===== src/rtl/lms_pkg.sv =====
// Shared defaults and FSM state type for the LMS error-calculation stage.
package lms_pkg;

  localparam int DW_DEF     = 32;
  localparam int N_TAPS_DEF = 4;

  typedef enum logic [1:0] {
    IDLE = 2'd0,
    MAC  = 2'd1,
    ERR  = 2'd2,
    UPD  = 2'd3
  } lms_state_t;

endpackage : lms_pkg


===== src/rtl/lms_err_cal_if.sv =====
// Sample handshake plus the weight/tap/error bus shared with the weight-update stage.
interface lms_err_cal_if
  import lms_pkg::*;
#(
  parameter int N_TAPS = N_TAPS_DEF,
  parameter int DW     = DW_DEF
);

  logic                 sample_valid;
  logic                 sample_ready;
  logic [DW-1:0]        x_in;
  logic [DW-1:0]        d_in;
  logic [N_TAPS*DW-1:0] weight_bus;
  logic [N_TAPS*DW-1:0] reff_bus;
  logic [DW-1:0]        y_out;
  logic [DW-1:0]        e;
  logic                 weight_cal_state;

  // master: sample source / weight-update side; slave: lms_err_cal
  modport master (
    output sample_valid, x_in, d_in, weight_bus,
    input  sample_ready, reff_bus, y_out, e, weight_cal_state
  );

  modport slave (
    input  sample_valid, x_in, d_in, weight_bus,
    output sample_ready, reff_bus, y_out, e, weight_cal_state
  );

endinterface : lms_err_cal_if


===== src/rtl/lms_tap_line.sv =====
// Reference-sample delay line; reff[0] (lowest DW bits) holds the newest sample.
module lms_tap_line
  import lms_pkg::*;
#(
  parameter int N_TAPS = N_TAPS_DEF,
  parameter int DW     = DW_DEF
) (
  input  logic                 clk,
  input  logic                 rstn,
  input  logic                 shift_en,
  input  logic [DW-1:0]        x_in,
  output logic [N_TAPS*DW-1:0] reff_bus
);

  // NOTE: sequential state is always written with non-blocking assignments so
  // every register samples pre-edge values regardless of process ordering.
  always_ff @(posedge clk) begin
    if (!rstn) begin
      reff_bus <= '0;
    end else if (shift_en) begin
      reff_bus <= {reff_bus[(N_TAPS-1)*DW-1:0], x_in};
    end
  end

endmodule : lms_tap_line


===== src/rtl/lms_err_cal.sv =====
// Filter output via one shared multiplier (one tap per cycle) and scaled error
// e = (d - y) >>> MU_SHIFT, with a one-cycle strobe to the weight-update stage.
module lms_err_cal
  import lms_pkg::*;
#(
  parameter int N_TAPS   = N_TAPS_DEF,
  parameter int DW       = DW_DEF,
  parameter int MU_SHIFT = 0
) (
  input  logic          clk,
  input  logic          rstn,
  lms_err_cal_if.slave  bus
);

  localparam int KW = (N_TAPS > 1) ? $clog2(N_TAPS) : 1;

  lms_state_t           state, next_state;
  logic [KW-1:0]        k;
  logic                 ready;
  logic                 accept;
  logic                 mac_last;
  logic [DW-1:0]        acc;
  logic [DW-1:0]        d_q;
  logic [DW-1:0]        w_sel;
  logic [DW-1:0]        r_sel;
  logic [DW-1:0]        prod;
  logic [DW-1:0]        diff;
  logic signed [DW-1:0] e_shift;
  logic [N_TAPS*DW-1:0] reff;
  logic [DW-1:0]        y_q;
  logic [DW-1:0]        e_q;
  logic                 upd_strobe;

  lms_tap_line #(
    .N_TAPS (N_TAPS),
    .DW     (DW)
  ) u_tap_line (
    .clk      (clk),
    .rstn     (rstn),
    .shift_en (accept),
    .x_in     (bus.x_in),
    .reff_bus (reff)
  );

  assign bus.sample_ready     = ready;
  assign bus.reff_bus         = reff;
  assign bus.y_out            = y_q;
  assign bus.e                = e_q;
  assign bus.weight_cal_state = upd_strobe;

  always_ff @(posedge clk) begin
    if (!rstn) begin
      state <= IDLE;
    end else begin
      state <= next_state;
    end
  end

  // NOTE: every always_comb output gets a default before the case so no path
  // leaves it unassigned, which would otherwise infer a latch.
  always_comb begin
    next_state = state;
    accept     = 1'b0;
    mac_last   = (k == KW'(N_TAPS - 1));
    case (state)
      IDLE: begin
        accept = ready && bus.sample_valid;
        if (accept) next_state = MAC;
      end
      MAC:     if (mac_last) next_state = ERR;
      ERR:     next_state = UPD;
      UPD:     next_state = IDLE;
      default: next_state = IDLE;
    endcase
  end

  // Products and sums are kept to DW bits: the low half of a two's-complement
  // product is sign-agnostic, and everything wraps modulo 2^DW.
  always_comb begin
    w_sel   = bus.weight_bus[int'(k)*DW +: DW];
    r_sel   = reff[int'(k)*DW +: DW];
    prod    = w_sel * r_sel;
    diff    = d_q - acc;
    e_shift = $signed(diff) >>> MU_SHIFT;
  end

  always_ff @(posedge clk) begin
    if (!rstn) begin
      ready      <= 1'b0;
      k          <= '0;
      acc        <= '0;
      d_q        <= '0;
      y_q        <= '0;
      e_q        <= '0;
      upd_strobe <= 1'b0;
    end else begin
      // Registered so the block stays not-ready during reset and for the
      // first edge after it is released.
      ready      <= (next_state == IDLE);
      upd_strobe <= (state == ERR);
      case (state)
        IDLE: begin
          if (accept) begin
            d_q <= bus.d_in;
            acc <= '0;
            k   <= '0;
          end
        end
        MAC: begin
          acc <= acc + prod;
          k   <= mac_last ? '0 : k + KW'(1);
        end
        ERR: begin
          y_q <= acc;
          e_q <= e_shift;
        end
        default: ;
      endcase
    end
  end

endmodule : lms_err_cal

===== src/flat_wrapper.sv =====
// flat-port wrapper written by rule: the top's interface ports become plain ports
module lms_err_cal_flat import lms_pkg::*;
#(
  parameter int N_TAPS   = N_TAPS_DEF,
  parameter int DW       = DW_DEF,
  parameter int MU_SHIFT = 0
)
  (clk, rstn, bus_sample_valid, bus_x_in, bus_d_in, bus_weight_bus, bus_sample_ready, bus_reff_bus, bus_y_out, bus_e, bus_weight_cal_state);
  lms_err_cal_if #(.N_TAPS(N_TAPS), .DW(DW)) bus_i ();
  input  logic clk;
  input  logic rstn;
  input wire logic [$bits(bus_i.sample_valid)-1:0] bus_sample_valid;
  input wire logic [$bits(bus_i.x_in)-1:0] bus_x_in;
  input wire logic [$bits(bus_i.d_in)-1:0] bus_d_in;
  input wire logic [$bits(bus_i.weight_bus)-1:0] bus_weight_bus;
  output wire logic [$bits(bus_i.sample_ready)-1:0] bus_sample_ready;
  output wire logic [$bits(bus_i.reff_bus)-1:0] bus_reff_bus;
  output wire logic [$bits(bus_i.y_out)-1:0] bus_y_out;
  output wire logic [$bits(bus_i.e)-1:0] bus_e;
  output wire logic [$bits(bus_i.weight_cal_state)-1:0] bus_weight_cal_state;
  assign bus_i.sample_valid = bus_sample_valid;
  assign bus_i.x_in = bus_x_in;
  assign bus_i.d_in = bus_d_in;
  assign bus_i.weight_bus = bus_weight_bus;
  assign bus_sample_ready = bus_i.sample_ready;
  assign bus_reff_bus = bus_i.reff_bus;
  assign bus_y_out = bus_i.y_out;
  assign bus_e = bus_i.e;
  assign bus_weight_cal_state = bus_i.weight_cal_state;
  lms_err_cal #(.N_TAPS(N_TAPS), .DW(DW), .MU_SHIFT(MU_SHIFT)) u_core (.clk(clk), .rstn(rstn), .bus(bus_i));
endmodule

===== config.mk =====
export PLATFORM = sky130hd
export DESIGN_NAME = lms_err_cal_flat
export DESIGN_NICKNAME = d
export VERILOG_FILES = /design/src/rtl/lms_pkg.sv /design/src/rtl/lms_err_cal_if.sv /design/src/rtl/lms_tap_line.sv /design/src/rtl/lms_err_cal.sv /design/src/flat_wrapper.sv
export SDC_FILE = /design/constraint.sdc
export NUM_CORES = 2
export LEC_CHECK = 0
export ABC_AREA = 0
export CORE_MARGIN = 4
export CORE_UTILIZATION = 30
export DETAILED_ROUTE_END_ITERATION = 16
export DONT_BUFFER_PORTS = 1
export GPL_TIMING_DRIVEN = 0
export PLACE_DENSITY_LB_ADDON = 0.12
export SYNTH_ARGS = -nofsm -noshare
export SYNTH_HDL_FRONTEND = slang
export SYNTH_HIERARCHICAL = 1
export SYNTH_SLANG_ARGS = --single-unit

===== constraint.sdc =====
create_clock -name clk -period 20.8 [get_ports clk]
set_input_delay 2.08 -clock clk [delete_from_list [all_inputs] [get_ports clk]]
set_output_delay 2.08 -clock clk [all_outputs]
set_load 0.01 [all_outputs]

==> results.json <==
{
  "slowest_stage": "a221oi_1",
  "drive_gt1_share_pct": 4.33,
  "multi_input_area_sq_um": 21300,
  "root_buffer": "clkbuf_16",
  "slowest_delay_ns": 0.97,
  "drc": 0,
  "layout.nets": 4095,
  "cp_max_fo": 10,
  "avgSynthCellArea_sq_um": 9.01,
  "grt_usage_pct": 22.7,
  "place_congestion": 0.879,
  "p_seq_share_pct": 20.4,
  "antenna_found_initial": 5,
  "required_ns": 21.27,
  "die_h_microns": 322,
  "syn_inst": 3272,
  "period_share_pct": 53.3,
  "hp-class": "reg2reg",
  "start_kind": "register",
  "post-cts-setup-buffers": 0,
  "grt_max_degree": 15,
  "synth_edf_count": 0,
  "crit_arrival_ns": 11.55,
  "finalCriticalPeriod_ns": 11.08,
  "finalHoldViolations": 0,
  "slew_violations": 0,
  "crit_start": "u_core/k[1]",
  "final_common_cell": "inv_1",
  "layout.cells.most_common_list": "inv_1 (516), nand2_1 (458), fa_1 (439)",
  "wire_per_inst_microns": 25.6,
  "io_buffers": 0,
  "gr-total-overflow": 0,
  "drtAntennaViolNets": 0,
  "cts_buffer_depth": 3,
  "p_sw_share_pct": 46.8,
  "max_slew_margin_pct": 23.0,
  "hp-start": "u_core/d_q[14]",
  "switching_power_w": 0.00128,
  "place_hpwl_mm": 98.9,
  "ys_seq_area_share_pct": 17.8,
  "max_freq_ghz": 0.0902,
  "drt-total-wl_mm": 118,
  "power.leakage_nw": 13.6,
  "synth_area_sq_um": 29500,
  "status": "complete, no violations",
  "cts_tree": "yes",
  "yosysWarnings": 6,
  "final.setup_skew_ns": 0.0116,
  "syn2layout_area_growth_pct": 8.71,
  "postCtsResizedCells": 0,
  "vias": 22536,
  "final.setup.tns_ns": 0,
  "clk_pin_slew_ns": 0.06,
  "die-area_sq_um": 103000,
  "ys_seq_elements": 262,
  "io_pins": 389,
  "clk_latency_ns": 0.58,
  "pwr_density_cell_nw_per_um2": 85.1,
  "rsz0062_at_grt": "no",
  "whs_ns": 0.458,
  "reg2reg_setup_slack_ns": 9.72,
  "setup_viol": 0,
  "endpoint": "u_core/acc[31]",
  "htreeDepth": 1,
  "grt_pass1_vias": 23472,
  "synth.distinct_cells": 62,
  "grt_pass1_wl_mm": 171,
  "r2r-start": "u_core/k[1]",
  "path_common_cell": "fa_1",
  "worstMarginPinSlew_ns": 1.15,
  "routed_via_density": 4.90,
  "end_kind": "register",
  "floorplan.initialDensity_pct": 30.4,
  "p_int_w": 0.00145,
  "critPathKind": "reg2reg",
  "rows": 114,
  "drtIter0Drc": 1431,
  "r2r_end": "u_core/acc[31]",
  "async_flop_share_pct": 0,
  "worst-r2r-cell-count": 32,
  "p_clk_share_pct": 19.4,
  "dieWidth_microns": 322,
  "syn_nets": 4062,
  "comb_power_share_pct": 60.1,
  "drtPass1Iterations": 5,
  "peakVddDrop_v": 0.0000614,
  "fp.coreArea_sq_um": 97100,
  "cts_buffers": 31,
  "cts_hold_buf": 0,
  "nFillCells": 10345,
  "regArea_sq_um": 5250,
  "cap_viol_max_count": 0,
  "cts.sinks": 262,
  "synthFlopType": "dfxtp_1"
}
-- power groups by stage --
stage                     combinational, W  sequential [W]  clock, W
after floorplan                    0.00109        0.000552         0
after global placement             0.00166        0.000569         0
after detailed placement           0.00165        0.000569         0
after CTS                          0.00167        0.000558  0.000546
after global routing               0.00183        0.000560  0.000565
final                              0.00164        0.000558  0.000531
-- cell type report --
| class | instances | area share, % |
|---|---|---|
| diodes | 2 | 0.0156 |
| plain buffers | 151 | 2.97 |
| clock buffers | 47 | 2.83 |
| clock inverters | 6 | 0.187 |
| inverters | 519 | 6.08 |
| multi-input cells | 2340 | 66.6 |
| flip-flops and latches | 262 | 16.4 |
| well taps | 1276 | 4.98 |
-- metal layers --
metal  vias up  track usage (%)  share of wire, %
met5         -                0             0.016
met4         2             3.52               1.5
met3        82             2.76               4.9
met2       589             38.2                47
met1     11639             31.8                46
li1      10224                -                 -
-- cells by family (layout without fill, tap and decap cells) --
family	Yosys count	in the layout	share of synthesized area, %
mux	280	280	10.9
other cells	0	2	0
fa+ha+maj	595	595	36.4
buf+inv	670	723	9.84
simple gates	1083	1083	16.3
flops	262	262	17.8
compound gates	278	278	5.67
xor+xnor	104	104	3.09
-- synthesized netlist by cell type, drive strengths merged (29+ instances only) --
| cell | number | area share (%) |
|---|---|---|
| nor2b | 145 | 3.1 |
| buf | 43 | 1.9 |
| fa | 439 | 30 |
| a21oi | 132 | 2.2 |
| xor2 | 31 | 0.92 |
| nand2b | 35 | 0.74 |
| ha | 156 | 6.6 |
| inv | 517 | 6.6 |
| mux2i | 244 | 8.7 |
| nor2 | 316 | 4.0 |
| dfxtp | 262 | 18 |
| nand2 | 458 | 5.8 |
| and2 | 42 | 0.89 |
| clkbuf | 108 | 1.4 |
| a21o | 29 | 0.74 |
| nand3 | 41 | 0.70 |
| xnor2 | 73 | 2.2 |
| o21ai | 39 | 0.66 |
-- flip-flops by register name, indices dropped and copies added (netlist names) --
signal,flops
u_core/acc,32
u_core/u_tap_line/reff_bus,128
u_core/state,2
u_core/k,2
u_core/bus.weight_cal_state,1
u_core/d_q,32
u_core/bus.y_out,32
u_core/bus.sample_ready,1
u_core/bus.e,32
-- stage by stage --
step,std cells,total power (W),setup slack [ns],instance area [sq um],utilization (%)
finish,4603,0.00273,9.72,32100,33.0
CTS,4601,0.00277,9.61,32000,33.0
global placement,4548,0.00223,9.55,31100,32.0
detailed placement,4548,0.00222,9.59,31100,32.0
floorplan,3272,0.00164,11.80,29500,-
global route,4601,0.00295,9.30,32000,33.0
-- worst max-delay path, delay by kind of cell (launching register included) --
family / cells / cell delay (ns)
buffers and inverters: 9 / 2.90
XOR/XNOR: 1 / 0.13
AND/OR/NAND/NOR: 6 / 1.47
flip-flops: 1 / 0.34
AO/OA/AOI/OAI: 7 / 2.20
adder cells (fa/ha/maj): 9 / 3.88
-- worst min path at each step --
stage	endpoint	slack, ns	depth (start not counted)
6_report	u_core/d_q[14]	0.46	2
5_1_grt	u_core/d_q[29]	0.49	2
4_1_cts	u_core/d_q[30]	0.46	2
3_5_place_dp	u_core/d_q[0]	0.45	2
3_3_place_gp	u_core/d_q[0]	0.45	2
2_1_floorplan	u_core/d_q[0]	0.44	2
(Power assumes the default switching activity.)
